[config.mk]
export PLATFORM = sky130hd
export DESIGN_NAME = pipe_stage_reg
export DESIGN_NICKNAME = d
export VERILOG_FILES = /design/src/rtl/pipe_pkg.sv /design/src/rtl/pipe_sat_counter.sv /design/src/rtl/pipe_stage_reg.sv
export SDC_FILE = /design/constraint.sdc
export NUM_CORES = 1
export LEC_CHECK = 0
export CAP_MARGIN = 25
export CORE_ASPECT_RATIO = 0.9
export CORE_MARGIN = 1.5
export CORE_UTILIZATION = 35
export DETAILED_ROUTE_END_ITERATION = 6
export HOLD_SLACK_MARGIN = 0.06
export PLACE_DENSITY = 0.69
export SKIP_CTS_REPAIR_TIMING = 1
export SYNTH_ARGS = -nofsm -noshare
export SYNTH_HDL_FRONTEND = slang
export SYNTH_SLANG_ARGS = --single-unit
[constraint.sdc]
create_clock -name clk -period 2.2 [get_ports clk]
set_input_delay 0.33 -clock clk [delete_from_list [all_inputs] [get_ports clk]]
set_output_delay 0.33 -clock clk [all_outputs]
set_load 0.005 [all_outputs]
[src/rtl/pipe_pkg.sv]
// Shared pipeline definitions: stall encodings, stage indices and per-stage NOP payloads.
package pipe_pkg;

    localparam logic STOP    = 1'b1;
    localparam logic NO_STOP = 1'b0;

    localparam int PIPE_STALL_W = 6;

    localparam int STAGE_IF  = 1;
    localparam int STAGE_ID  = 2;
    localparam int STAGE_EX  = 3;
    localparam int STAGE_MEM = 4;
    localparam int STAGE_WB  = 5;

    // Payload each stage register loads when it carries no instruction.
    localparam logic [31:0] NOP_ID_EX  = 32'h0000_0013;
    localparam logic [31:0] NOP_EX_MEM = 32'h0000_0000;
    localparam logic [31:0] NOP_MEM_WB = 32'h0000_0000;

endpackage

[src/rtl/pipe_sat_counter.sv]
// Saturating up-counter with increment enable; sticks at all-ones until reset.
module pipe_sat_counter #(
    parameter int CNT_W = 16
) (
    input  logic             clk,
    input  logic             rst,
    input  logic             inc,
    output logic [CNT_W-1:0] count
);

    always_ff @(posedge clk or negedge rst) begin
        if (!rst) begin
            count <= '0;
        end else if (inc && (count != '1)) begin
            count <= count + CNT_W'(1);
        end
    end

endmodule

[src/rtl/pipe_stage_reg.sv]
// Parametrised pipeline stage register with stall decode, multi-source flush and deferred kills.
// Optional performance counters are enabled by defining PIPE_STAGE_PERF_EN.
module pipe_stage_reg
    import pipe_pkg::*;
#(
    parameter int                 DATA_W     = 32,
    parameter logic [DATA_W-1:0]  NOP_DATA   = '0,
    parameter int                 STALL_W    = PIPE_STALL_W,
    parameter int                 STAGE      = STAGE_ID,
    parameter int                 NFLUSH     = 1,
    parameter int                 KILL_DEPTH = 1,
    parameter int                 CNT_W      = 16
) (
    input  logic                            clk,
    input  logic                            rst,
    input  logic [DATA_W-1:0]               in_data,
    input  logic                            in_valid,
    input  logic [STALL_W-1:0]              stall,
    input  logic [NFLUSH-1:0]               flush,
    output logic [DATA_W-1:0]               out_data,
    output logic                            out_valid,
    output logic [$clog2(KILL_DEPTH+1)-1:0] kill_pending
`ifdef PIPE_STAGE_PERF_EN
    ,
    output logic [CNT_W-1:0]                bubble_count,
    output logic [CNT_W-1:0]                kill_count
`endif
);

    localparam int KPW = $clog2(KILL_DEPTH + 1);

    if (STAGE < 0 || STAGE > STALL_W - 2) begin : g_bad_stage
        $error("pipe_stage_reg: STAGE out of range");
    end
    if (KILL_DEPTH < 1) begin : g_bad_kill_depth
        $error("pipe_stage_reg: KILL_DEPTH must be at least 1");
    end

    logic fl, up, dn;
    logic is_bubble, is_advance, kill_live;
    logic unused_stall;

    assign fl           = |flush;
    assign up           = (stall[STAGE]   == STOP);
    assign dn           = (stall[STAGE+1] == STOP);
    assign is_bubble    = !fl && up && !dn;
    assign is_advance   = !fl && !up;
    assign kill_live    = (kill_pending != '0);
    // Only two bits of the global vector matter to this stage.
    assign unused_stall = ^stall;

    // NOTE: sequential state uses non-blocking assignments so every register
    // samples pre-edge values regardless of statement order.
    always_ff @(posedge clk or negedge rst) begin
        if (!rst) begin
            out_data     <= NOP_DATA;
            out_valid    <= 1'b0;
            kill_pending <= '0;
        end else if (fl) begin
            out_data     <= NOP_DATA;
            out_valid    <= 1'b0;
            kill_pending <= up ? KPW'(KILL_DEPTH) : '0;
        end else if (is_bubble) begin
            out_data  <= NOP_DATA;
            out_valid <= 1'b0;
        end else if (is_advance) begin
            if (kill_live) begin
                out_data  <= NOP_DATA;
                out_valid <= 1'b0;
                // Invalid entries are not wrong-path instructions, so they keep the budget.
                if (in_valid) begin
                    kill_pending <= kill_pending - KPW'(1);
                end
            end else begin
                out_data  <= in_data;
                out_valid <= in_valid;
            end
        end
    end

`ifdef PIPE_STAGE_PERF_EN
    logic kill_inc;

    assign kill_inc = (fl && out_valid) || (is_advance && kill_live && in_valid);

    pipe_sat_counter #(.CNT_W(CNT_W)) u_bubble_cnt (
        .clk   (clk),
        .rst   (rst),
        .inc   (is_bubble),
        .count (bubble_count)
    );

    pipe_sat_counter #(.CNT_W(CNT_W)) u_kill_cnt (
        .clk   (clk),
        .rst   (rst),
        .inc   (kill_inc),
        .count (kill_count)
    );
`else
    // Counters are compiled out; the functional path above is unchanged.
`endif

endmodule

# Yosys cells after proc, flatten, opt, wreduce, memory -nomap -nowiden
# Index checks and enable logic that the tools add are counted.
[classes]
addsub = 1
multipliers = 0
div_mod_pow = 0
n_lt_le_gt_ge = 0
eq_ne = 1
shift = 0
mux = 14
bitwise = 0
reduce_logical = 9
[op_table]
columns = ["op", "count"]
rows = [
  ["2-to-1 mux 32 bit", 4],
  ["2-to-1 mux 1 bit", 10],
  ["logical AND 1 bit", 3],
  ["logical NOT 1 bit", 3],
  ["nonzero test 3 bit", 1],
  ["!= test 2 bit, second input constant", 1],
  ["AND reduction 2 bit", 1],
  ["nonzero test 2 bit", 1],
  ["subtractor 1 bit, second input constant", 1],
]
[totals]
reg_bits = 34
latch_bits = 0
mem_bits_rw = 0
mem_bits_ro = 0
out_inout_bits = 34
memories = 0

# Depth between registers and ports, before layout
[depth]
word_depth = 6
ltp_mapped = 4
ltp_nobuf = 2

# Worst setup path after synthesis
# No wires, ideal clock.
[synth_timing]
path_type = "input-to-reg"
startpoint = "input flush"
endpoint = "register out_data[10]"
t_arrival_ns = 0.992
required_ns = 2.105
path_slack_ns = 1.113
stages = 4
path_cell_list = "or2_1 -> buf_6 -> buf_6 -> o32ai_2"
[synth_between]
elab_chain_cells = 5
word_cells_on_any_way = 7
[synth_lines]
columns = ["item", "line", "source"]
rows = [
  ["from (decl)", "pipe_stage_reg.sv:19", "input logic [NFLUSH-1:0] flush,"],
  ["logical NOT 1 bit", "pipe_stage_reg.sv:46, pipe_stage_reg.sv:47", ""],
  ["logical AND 1 bit (2 in a row)", "pipe_stage_reg.sv:46", "assign is_bubble = !fl && up && !dn;"],
  ["2-to-1 mux 32 bit", "pipe_stage_reg.sv:63", "end else if (is_bubble) begin"],
  ["2-to-1 mux 32 bit", "pipe_stage_reg.sv:59", "end else if (fl) begin"],
  ["to (signal assigned)", "pipe_stage_reg.sv:75", "out_data <= in_data;"],
  ["to (decl)", "pipe_stage_reg.sv:20", "output logic [DATA_W-1:0] out_data,"],
]
# Parallel ways exist; a longest one is shown, timed or not.
# A chain may end at the register's enable or synchronous reset.

# Worst setup path in the final report
[layout_timing]
startpoint = "input flush"
endpoint = "register out_data[2]"
# The elaborated chain is that of the path after synthesis.

==> results.yml <==
critical_path:
  crit_required_ns: 2.38
  path_cells: "clkdlybuf4s50_1 -> or2_2 -> buf_4 -> o32ai_1"
  critPathMaxFanout: 33
  start_kind: "input port"
  max_stage_delay_ns: 0.45
  critPathKind: "input port to flip-flop"
  arrival_ns: 1.67
  end_kind: "flip-flop"
  crit_path_top_delay_cell: "clkdlybuf4s50_1"
power_and_ir_drop:
  p_leak_nw: 1.07
  ir_drop_mv: 0.334
  p_per_area_nw_per_um2: 551
  power_mw: 1.41
hold_path:
  min_path_type: "input port to asynchronous set/reset pin"
timing:
  final_hold_viol_count: 0
  max-slew-margin-rel: 0.482
  final.setup.tns_ns: 0
  setup_violations: 0
  fmax_ghz: 0.670
  worst_pin_slew_ns: 0.777
  fin_crit_ns: 1.49
  worst_slack_ns: 0.707
  clock_skew_ns: 0.00588
  rsz0062_at_grt: "no"
  drv_slew: 0
  finalCritPeriodShare: 0.679
layout:
  antennaDiodeCount: 0
  nets: 261
  finalNonFillerCells: 285
  fillCellCount: 457
  area_delta_synth_final_pct: 46.9
  multiInputGateArea_um2: 666
  regArea_um2: 852
  drive_above_1_share: 0.209
drt:
  viasPerCell: 4.85
  drt-total-wl_um: 4000
  postRouteAntennaNets: 0
  vias: 1381
  drt-pass1-iter-count: 4
  drt-initial-drc-count: 101
  drcViolationCount: 0
  wl_per_cell_um: 14.0
logic_synthesis:
  synth_nets: 195
  seq_area_frac_synth: 0.487
  synth_area_leaders: "dfrtp_1, o32ai_2, inv_1, nand2_1, buf_6"
  ys_ff_latch: 34
  syn-instance-count: 153
  synth_edf_count: 0
  synth_top_area_share: 0.487
  synthFlopType: "dfrtp_1"
  synth_commonest_cells: "dfrtp_1, inv_1, nand2_1, o32ai_2, buf_2"
  synth_top_area_cell: "dfrtp_1"
  syn_avg_cell_area_um2: 11.4
  ys_types: 13
  yosysWarnings: 0
  synthArstFlopShare: 1.00
  syn_area_um2: 1750
  yosys.cell_count.top_type: "dfrtp_1"
clock_tree:
  cts.sinks: 34
  cts_buffer_depth: 2
  htreeDepth: 2
  root_buffer: "clkbuf_8"
  cts_made_buffers: 5
  clkTransAtPathRegs_ns: 0.07
  worstSkewPairLatency_ns: 0.28
  cts_tree: "built"
place:
  dp_hpwl_um: 2500
  globalplace.congestion: 0.633
  dp_cells: 277
  portBuffers: 71
  pre_cts_ws_ns: 0.406
floorplan:
  initial_core_util: 0.361
  coreArea_um2: 4830
  die_area_um2: 5420
  io_pins: 76
  fp.dieW_um: 77.5
  rows: 24
  fp.dieH_um: 70.0
grt:
  grt_max_degree: 35
  overflow: 0
  grtUsageTotal: 0.157
  grt_pass1_wl_um: 6780
  grt_pass1_vias: 1463
  antenna_found_initial: 0
run_status:
  status: "complete, no violations"
run:
  drv_cap: 0
[critical path: cells and delay by family]
kind            cells  cell delay [ns]
compound gates      1             0.27
simple gates        1             0.30
buf+inv             2             0.75
[cell type report]
class	instances	share of cell area
Clock buffer	6	0.0322
Inverter	33	0.0483
Multi-Input combinational cell	70	0.259
Tap cell	65	0.0317
Clock inverter	2	0.00488
Sequential cell	34	0.332
Timing Repair Buffer	75	0.292
[cell families (layout without fill, tap and decap cells)]
group	count (synthesis)	count (layout)	share of synthesized area
buf+inv	49	116	0.133
simple gates	36	36	0.0802
compound gates	34	34	0.299
flops	34	34	0.487
[layout by cell type, fill, tap and decap left out, drive strengths merged]
cell type / Yosys / layout
clkdlybuf4s50: 0 / 70
dfrtp: 34 / 34
clkbuf: 3 / 6
nor2: 1 / 1
o22a: 1 / 1
clkinv: 0 / 1
buf: 13 / 5
o32ai: 33 / 33
or2: 1 / 1
nand2b: 1 / 1
nand2: 33 / 33
inv: 33 / 33
clkinvlp: 0 / 1
[metal layers]
metal  track usage  part of all wire  up-vias
li1              -                 -      651
met1         0.196              0.44      678
met2         0.262              0.47       48
met3        0.0523             0.075        4
met4        0.0364            0.0063        0
met5             0                 0        -
[final timing paths]
path                                          startpoint                       end  slack, ns  cells past startpoint
worst max-delay path                               flush   out_data[2]$_DFFE_PN0P_       0.71                      4
worst min-delay path                                 rst  out_data[30]$_DFFE_PN0P_       0.12                      1
worst max register to register  kill_pending$_DFFE_PN0P_  out_data[11]$_DFFE_PN0P_       1.04                      2
worst min register to register   out_data[1]$_DFFE_PN0P_   out_data[1]$_DFFE_PN0P_       0.54                      2
max in group asynchronous                            rst  kill_pending$_DFFE_PN0P_       1.55                      1
min in group clk                 out_data[1]$_DFFE_PN0P_   out_data[1]$_DFFE_PN0P_       0.54                      2
[state kept, by name, summed over array words and instances (netlist names)]
register,flops
kill_pending,1
out_data,32
out_valid,1
[report_power, final]
group	internal [mW]	leakage, nW	switching (mW)	total (mW)
combinational	0.148	0.559	0.126	0.274
sequential	0.651	0.461	0.0139	0.665
clock	0.251	0.0472	0.224	0.475
[metrics by stage]
stage | util | hold slack, ns | area, um^2
after floorplan | - | 0.0344 | 1750
after global placement | 0.511 | 0.456 | 2470
after detailed placement | 0.511 | 0.466 | 2470
after CTS | 0.531 | 0.148 | 2570
after global routing | 0.531 | 0.179 | 2570
final | 0.531 | 0.122 | 2570
(Power assumes the default switching activity.)
